--- src/rtl/core_wb_arbiter_pkg.sv ---
// Shared micro-architecture types for the writeback path: register numbers,
// data words, the per-unit writeback line and the register-bitmap half-word.
package core_wb_arbiter_pkg;

  localparam int unsigned NUM_REGS = 16;
  localparam int unsigned MAX_UNITS = 8;

  typedef logic [3:0]          reg_num;
  typedef logic [31:0]         word;
  typedef logic [NUM_REGS-1:0] hword;

  // Wide enough for any legal unit count (2..8).
  typedef logic [2:0] unit_idx_t;

  typedef struct packed {
    logic   ready;
    reg_num rd;
    word    value;
  } wb_line;

endpackage

--- src/rtl/core_raw_mask.sv ---
// Decodes one writeback line into a one-hot destination-register bitmap
// (all zeros when the line is not ready).
import core_wb_arbiter_pkg::*;

module core_raw_mask (
  input  wb_line line_i,
  output hword   mask_o
);

  always_comb begin
    mask_o = '0;
    if (line_i.ready) begin
      mask_o[line_i.rd] = 1'b1;
    end else begin
      mask_o = '0;
    end
  end

endmodule

--- src/rtl/core_rr_pick.sv ---
// Rotating-priority picker: returns the first requester at or after ptr_i,
// wrapping explicitly at N-1 so N need not be a power of two.
import core_wb_arbiter_pkg::*;

module core_rr_pick #(
  parameter int N = 4
) (
  input  logic [N-1:0] req_i,
  input  unit_idx_t    ptr_i,
  output unit_idx_t    grant_o,
  output logic         valid_o
);

  logic [7:0] req_ext_s;
  logic [3:0] idx_s;
  logic       found_s;

  always_comb begin
    req_ext_s = 8'(req_i);
    idx_s     = 4'd0;
    found_s   = 1'b0;
    grant_o   = 3'd0;
    for (int k = 0; k < N; k++) begin
      idx_s = {1'b0, ptr_i} + 4'(k);
      if (idx_s >= 4'(N)) begin
        idx_s = idx_s - 4'(N);
      end else begin
        idx_s = idx_s;
      end
      if (!found_s && req_ext_s[idx_s[2:0]]) begin
        found_s = 1'b1;
        grant_o = idx_s[2:0];
      end else begin
        found_s = found_s;
      end
    end
    valid_o = found_s;
  end

endmodule

--- src/rtl/core_wb_arbiter.sv ---
// Shares the register-file write port among the execution units: one
// rotating-priority grant per cycle, registered toward the register file.
import core_wb_arbiter_pkg::*;

module core_wb_arbiter #(
  parameter int UNITS = 4
) (
  input  logic               clk,
  input  logic               rst,
  input  wb_line [UNITS-1:0] unit_wb,
  input  logic               rf_stall,
  output logic   [UNITS-1:0] unit_stall,
  output wb_line             rf_wb,
  output hword               raw_mask
);

  wb_line     rf_wb_q, rf_wb_d;
  unit_idx_t  ptr_q, ptr_d;
  logic [UNITS-1:0] req_s;
  unit_idx_t  grant_s;
  logic       grant_valid_s;
  wb_line     sel_line_s;
  hword       unit_mask_s [UNITS];
  hword       rf_mask_s;

  always_comb begin
    req_s = '0;
    for (int i = 0; i < UNITS; i++) begin
      req_s[i] = unit_wb[i].ready;
    end
  end

  core_rr_pick #(.N(UNITS)) u_pick (
    .req_i   (req_s),
    .ptr_i   (ptr_q),
    .grant_o (grant_s),
    .valid_o (grant_valid_s)
  );

  // Explicit mux keeps the grant index within the unit range for any UNITS.
  always_comb begin
    sel_line_s = '0;
    for (int i = 0; i < UNITS; i++) begin
      if (grant_s == unit_idx_t'(i)) begin
        sel_line_s = unit_wb[i];
      end else begin
        sel_line_s = sel_line_s;
      end
    end
  end

  always_comb begin
    unit_stall = '0;
    for (int i = 0; i < UNITS; i++) begin
      unit_stall[i] = req_s[i] &
                      (rf_stall | ~(grant_valid_s & (grant_s == unit_idx_t'(i))));
    end
  end

  always_comb begin
    rf_wb_d = rf_wb_q;
    ptr_d   = ptr_q;
    if (rf_stall) begin
      rf_wb_d = rf_wb_q;
      ptr_d   = ptr_q;
    end else if (grant_valid_s) begin
      rf_wb_d       = sel_line_s;
      rf_wb_d.ready = 1'b1;
      if (grant_s == unit_idx_t'(UNITS - 1)) begin
        ptr_d = 3'd0;
      end else begin
        ptr_d = grant_s + 3'd1;
      end
    end else begin
      rf_wb_d.ready = 1'b0;
    end
  end

  always_ff @(posedge clk) begin
    if (rst) begin
      rf_wb_q <= '0;
      ptr_q   <= 3'd0;
    end else begin
      rf_wb_q <= rf_wb_d;
      ptr_q   <= ptr_d;
    end
  end

  assign rf_wb = rf_wb_q;

  // Pending destinations: every ready input plus the line sitting in rf_wb.
  for (genvar gi = 0; gi < UNITS; gi++) begin : g_unit_mask
    core_raw_mask u_mask (
      .line_i (unit_wb[gi]),
      .mask_o (unit_mask_s[gi])
    );
  end

  core_raw_mask u_rf_mask (
    .line_i (rf_wb_q),
    .mask_o (rf_mask_s)
  );

  always_comb begin
    raw_mask = rf_mask_s;
    for (int i = 0; i < UNITS; i++) begin
      raw_mask = raw_mask | unit_mask_s[i];
    end
  end

endmodule
--- config.mk ---
export PLATFORM = sky130hd
export DESIGN_NAME = core_wb_arbiter
export DESIGN_NICKNAME = d
export VERILOG_FILES = /design/src/rtl/core_wb_arbiter_pkg.sv /design/src/rtl/core_raw_mask.sv /design/src/rtl/core_rr_pick.sv /design/src/rtl/core_wb_arbiter.sv
export SDC_FILE = /design/constraint.sdc
export NUM_CORES = 1
export LEC_CHECK = 0
export ABC_AREA = 1
export CORE_MARGIN = 2
export CORE_UTILIZATION = 36
export CTS_CLUSTER_DIAMETER = 60
export DETAILED_ROUTE_END_ITERATION = 16
export GPL_ROUTABILITY_DRIVEN = 1
export PLACE_DENSITY = 0.88
export SLEW_MARGIN = 0
export SYNTH_ARGS = -nofsm -noshare
export SYNTH_HDL_FRONTEND = slang
export SYNTH_SLANG_ARGS = --single-unit
--- constraint.sdc ---
create_clock -name clk -period 4.42 [get_ports clk]
set_input_delay 1.326 -clock clk [delete_from_list [all_inputs] [get_ports clk]]
set_output_delay 1.326 -clock clk [all_outputs]
set_load 0.05 [all_outputs]
# Word level (Yosys, flattened, before mapping)
# Index checks and enable logic that the tools add are counted.
word_totals:
  regBits: 40
  in_bits: 151
classes:
  n_addsub: 8
  n_lt_le_gt_ge: 18
  eq_ne: 3
  n_mux: 41
  bitwise_logic: 21
  n_reduce_logical: 13
op_table:
  columns: ["op", "count"]
  rows:
  - ["36-bit 2-to-1 mux", 4]
  - ["16-bit 2-to-1 mux", 5]
  - ["16-bit bitwise OR", 4]
  - ["3-bit 2-to-1 mux", 9]
  - ["4-bit by 5-bit less-than comparator with 1-bit output (second input constant)", 5]
  - ["1-bit demux with 4-bit select", 5]
  - ["4-bit by 1-bit greater-or-equal comparator with 1-bit output (second input constant)", 5]
  - ["3-bit by 4-bit less-than comparator with 1-bit output (second input constant)", 4]
  - ["1-bit 2-to-1 mux", 14]
  - ["1-bit binary-select mux with 3-bit select", 4]
  - ["4-bit by 3-bit greater-or-equal comparator with 1-bit output (second input constant)", 3]
  - ["3-bit subtractor (second input constant)", 4]
  - ["3-bit by 2-bit adder with 4-bit output (second input constant)", 2]
  - ["1-bit bitwise AND", 8]
  - ["1-bit logical AND", 8]
  - ["3-bit by 2-bit equality test with 1-bit output (second input constant)", 2]
  - ["1-bit inverter", 5]
  - ["3-bit by 1-bit adder with 4-bit output (second input constant)", 1]
  - ["1-bit bitwise OR", 4]
  - ["3-bit by 1-bit adder with 3-bit output (second input constant)", 1]
  - ["3-bit by 1-bit equality test with 1-bit output (second input constant)", 1]
  - ["3-bit greater-or-equal comparator (second input constant)", 1]
  - ["1-bit zero test", 3]
  - ["3-bit zero test", 1]
  - ["2-bit AND reduction", 1]

# Longest topological paths before layout
depth:
  ltp_word: 19
  depth_mapped: 21

# Cells and area by module
# A second synthesis with hierarchy kept.
hier_totals:
  cells_unflattened: 909
  hier_area_um2: 4498.1
modules_own_cells:
  columns: ["module", "n_inst", "cells_each", "area_per_inst_um2"]
  rows:
  - ["core_wb_arbiter", 1, 700, 3564.7]
  - ["core_raw_mask (g_unit_mask[0].u_mask ...)", 4, 28, 110.1]
  - ["core_rr_pick", 1, 65, 366.6]
  - ["core_raw_mask (u_rf_mask)", 1, 32, 126.4]

# Least setup slack after synthesis
# Ideal clock, no wire load.
synth_path:
  path_type: "input to output"
  from: "in unit_wb[147] (netlist name)"
  to: "out raw_mask[8]"
  arrival_time_ps: 3416
  slack_ps: -322
  cell_stages: 3
  n_path_buf: 1
  path_cell_list: "buf_4 -> nand3_1 -> o311ai_0"
synth_between:
  elab_chain_len: 2
synth_rtl:
  columns: ["item", "line_no", "text"]
  rows:
  - ["start: declaration", "core_wb_arbiter.sv:10", "input wb_line [UNITS-1:0] unit_wb,"]
  - ["16-bit 2-to-1 mux", "core_raw_mask.sv:12", "if (line_i.ready) begin"]
  - ["16-bit bitwise OR", "core_wb_arbiter.sv:107", "raw_mask = raw_mask | unit_mask_s[i];"]
  - ["end: declaration", "core_wb_arbiter.sv:14", "output hword raw_mask"]
# Every way passes these cells.

# Final worst setup path
layout_path:
  from: "in unit_wb[147] (netlist name)"
  to: "out unit_stall[2]"
layout_between:
  elab_chain_len: 17
  elab_cells_between_ends: 27
  classes_between: "1 x eq/ne; 16 x mux; 4 x bitwise; 6 x reduce/logical"
layout_rtl:
  columns: ["item", "line_no", "text"]
  rows:
  - ["1-bit binary-select mux with 3-bit select", "core_rr_pick.sv:30", "if (!found_s && req_ext_s[idx_s[2:0]]) begin"]
  - ["1-bit 2-to-1 mux (not written as such)", "core_rr_pick.sv:30", null]
  - ["1-bit 2-to-1 mux", "core_rr_pick.sv:30", null]
  - ["1-bit zero test", "core_rr_pick.sv:30", null]
  - ["1-bit logical AND", "core_rr_pick.sv:30", null]
  - ["1-bit 2-to-1 mux", "core_rr_pick.sv:30", null]
  - ["1-bit zero test", "core_rr_pick.sv:30", null]
  - ["1-bit logical AND", "core_rr_pick.sv:30", null]
  - ["1-bit 2-to-1 mux", "core_rr_pick.sv:30", null]
  - ["1-bit zero test", "core_rr_pick.sv:30", null]
  - ["1-bit logical AND", "core_rr_pick.sv:30", null]
  - ["3-bit 2-to-1 mux", "core_rr_pick.sv:30", null]
  - ["3-bit by 2-bit equality test with 1-bit output", "core_wb_arbiter.sv:56", "(rf_stall | ~(grant_valid_s & (grant_s == unit_idx_t'(i))));"]
  - ["1-bit bitwise AND *", "core_wb_arbiter.sv:56", null]
  - ["1-bit inverter *", "core_wb_arbiter.sv:56", null]
  - ["1-bit bitwise OR *", "core_wb_arbiter.sv:56", null]
  - ["1-bit bitwise AND *", "core_wb_arbiter.sv:55", "unit_stall[i] = req_s[i] &"]
  - ["end: declaration", "core_wb_arbiter.sv:12", "output logic [UNITS-1:0] unit_stall,"]
# Mark *: on every way between the ends. The rest lies on a longest branch, timed or not. The select of a mux whose other input is x is not followed.

==> results by group <==
Run status
  – Outcome: finished, final reports clean

Logic synthesis
  – Synthesis Warnings: 0
  – Commonest cells in the netlist: 247 x nand2_1, 42 x inv_1, 40 x dfxtp_1, 39 x a22oi_1, 37 x o21ai_0
  – EDFF count, synth: 0
  – Cell taking the most area after synthesis: nand2_1
  – Cell Area, Synth: 3669 um2
  – Register area share after synthesis: 21.83%
  – #FFs+latches synth: 40
  – Count leader, synth: nand2_1
  – Post-synth ARST share: 0%
  – Post-synth top area share: 25.27%
  – Cells after Synth: approximately 630
  – Synth top area cells: nand2_1 25%, dfxtp_1 22%, a22oi_1 8.0%
  – Yosys cell types: 34
  – Top_reg_cell synth: dfxtp_1
  – Synth Net Count: slightly below 800
  – Syn Area/Cell: between 5 and 6 um2

STA
  – Fin crit share: 97.15%
  – Actual slew at the worst max-slew pin: between 0.8 and 0.9 ns
  – Min Tclk post-route: 4.294 ns
  – Total negative slack: 0 ns
  – Setup ws final: 0.1260 ns
  – Clk_skew: 0.004224 ns
  – Final hold violations: 0
  – Max-slew headroom: 41.57%
  – RSZ-0062 raised after global routing: false
  – Slew Viols, Final: 0
  – Finish-stage setup viols: 0
  – Fmax: 232.9 MHz
  – Hold slack: about 0.46 ns

Placed design
  – Place WS: -0.2713 ns
  – PortBufs: ~210
  – Detailed Place HPWL: 11370 um
  – GP Congestion: 0.9406
  – Area post-placement: 6160 um2

Cells and area
  – Final instance area: 6319 um2
  – Antenna diodes: 0
  – Layout cell share with drive strength beyond 1: 14.34%
  – Area Growth Syn to Fin: 72.24%
  – Final #Nets: 1000

Die
  – Initial Utilization: between 30% and 40%
  – Die area: about 11000 um2
  – Row Count: 36
  – IO Pins: 208
  – Area of the core: slightly below 10000 um2
  – Die Wd: between 100 and 150 um
  – Die height: 104.9 um

Setup path
  – Cells on worst reg2reg path: 17
  – CP Max Fanout: 3
  – Flop-to-flop setup slack: around 0.90 ns
  – RR Endpoint: rf_wb[33]
  – Reg2reg start: ptr_q[1]
  – Startpoint Class: input pin
  – Worst setup EP type: output pin
  – Crit Path Class: in2out
  – Required time worst endpoint: between 3 and 4 ns
  – WP data arrival: 2.97 ns

Routing
  – Antenna-violating nets left: 0
  – DRC violations left: 0
  – DRT Pass-1 Iters: 5
  – Routed Wire Length: 14910 um
  – WL per Instance: 15.26 um
  – DR vias/cell: around 5.1
  – Initial drt markers: 267
  – Via Count: approximately 5000

Pwr
  – Pwr Density: 664.6 nW/um2
  – VDD IR max: ~0.00075 V
  – Pleak: 2.632 nW

GRT
  – Largest net degree at the start of global routing: 73
  – Number of global-route vias before repair: about 4700
  – Total gr overflow: 0
  – Tot GR Track Use: 26.22%
  – Initial antenna violation count: 0
  – Global-route wire length before repair: about 23000 um

Clock network
  – Total CTS buffers: 5
  – Root Driver: clkbuf_8
  – Clk_lat worst skew: 0.29 ns
  – Clock sink count: 40
  – Clock transition at the registers of the reported paths: 0.08 ns
  – TritonCTS clock tree: yes
  – Number of H-tree levels: 2
  – Max Root-Sink Buffers: 2

Job
  – Max cap viols: 0

Worst hold path
  – Hold Path End: rf_wb[3]
  – Worst Hold Launch: rf_wb[3]
  – WHS Path Cells: 2
  – HP Class: reg2reg
registers in the layout, indices dropped and copies added (netlist names):
name / count
rf_wb: 37
ptr_q: 3
placed cells by master, fill, tap and decap left out, drive strengths merged:
cell type / synthesis / layout
o2111ai: 4 / 4
dfxtp: 40 / 40
o311ai: 2 / 2
clkdlybuf4s50: 0 / 182
a31oi: 8 / 8
a221oi: 5 / 5
inv: 47 / 46
clkinv: 0 / 3
ha: 6 / 6
nand3: 36 / 36
nand2: 259 / 259
nand4: 8 / 8
buf: 22 / 59
clkbuf: 18 / 9
nand3b: 1 / 1
a21oi: 44 / 44
o21ai: 37 / 37
nor2: 33 / 33
a22oi: 39 / 39
nor3: 15 / 15
a32oi: 2 / 2
or2: 2 / 2
o211ai: 3 / 3
clkinvlp: 0 / 1
routing by layer:
layer | vias up | share of wire (%) | track usage, %
li1 | 2533 | - | -
met1 | 2253 | 40 | 31.33
met2 | 216 | 50 | 46.34
met3 | 23 | 7.4 | 5.802
met4 | 0 | 2.4 | 8.476
met5 | - | 0 | 0
where the power goes:
group / internal (W) / total [W] / switching, W
sequential: 0.000441 / 0.000500 / 0.0000591
clock: 0.000110 / 0.000243 / 0.000133
combinational: 0.00132 / 0.00346 / 0.00213
repair_timing:
item,CTS,global route
gates resized for setup,11,21
setup buffers,1,1
pin swaps,5,5
hold buffers,0,0
cloned,0,0
endpoints found under the setup margin,6,4
hold endpoints to repair,0,0
how the worst max path moves through the flow:
stage                 start            end  slack, ns  cells past startpoint
6_report       unit_wb[147]  unit_stall[2]       0.13                     16
5_1_grt        unit_wb[147]  unit_stall[2]       0.02                     16
4_1_cts        unit_wb[110]  unit_stall[0]      0.007                     15
3_5_place_dp    unit_wb[36]  unit_stall[3]      -0.27                     13
3_3_place_gp   unit_wb[147]  unit_stall[3]      -0.21                     14
2_1_floorplan  unit_wb[147]    raw_mask[8]      -0.32                      3
kinds of logic (layout without fill, tap and decap cells):
group | count (synthesis) | in the layout | share of synthesized area, %
adder cells (fa/ha/maj) | 6 | 6 | 2.046
buffers and inverters | 87 | 300 | 10.91
flip-flops | 40 | 40 | 21.83
AO/OA/AOI/OAI | 144 | 144 | 25.14
AND/OR/NAND/NOR | 354 | 354 | 40.08
metrics by stage:
stage	util, %	power (W)	std cells
finish	64.35	0.004199	977
global route	64.35	0.004647	977
CTS	63.86	0.004151	976
detailed placement	62.73	0.003878	967
global placement	62.73	0.003833	967
floorplan	-	0.002906	631
critical path: stages:
cell       delay [ns]
clkbuf_2         0.12
inv_2            0.06
nand2_1          0.11
nand3_2          0.13
nand2_4          0.07
buf_4            0.13
nand4_1          0.11
o2111ai_2        0.10
nand2_1          0.10
inv_1            0.07
buf_4            0.13
ha_2             0.18
nand2_1          0.07
nand2_1          0.05
inv_1            0.07
buf_6            0.15
area by class of cell:
cell class / instances / area, um2
fill: 910 / 3501
multi-input combinational: 504 / 2545
timing repair buffer: 245 / 2531
sequential: 40 / 800.8
inverter: 47 / 187.7
tap: 133 / 166.4
clock buffer: 5 / 68.82
clock inverter: 3 / 18.77
No activity file was read; power rests on OpenSTA's default activity.
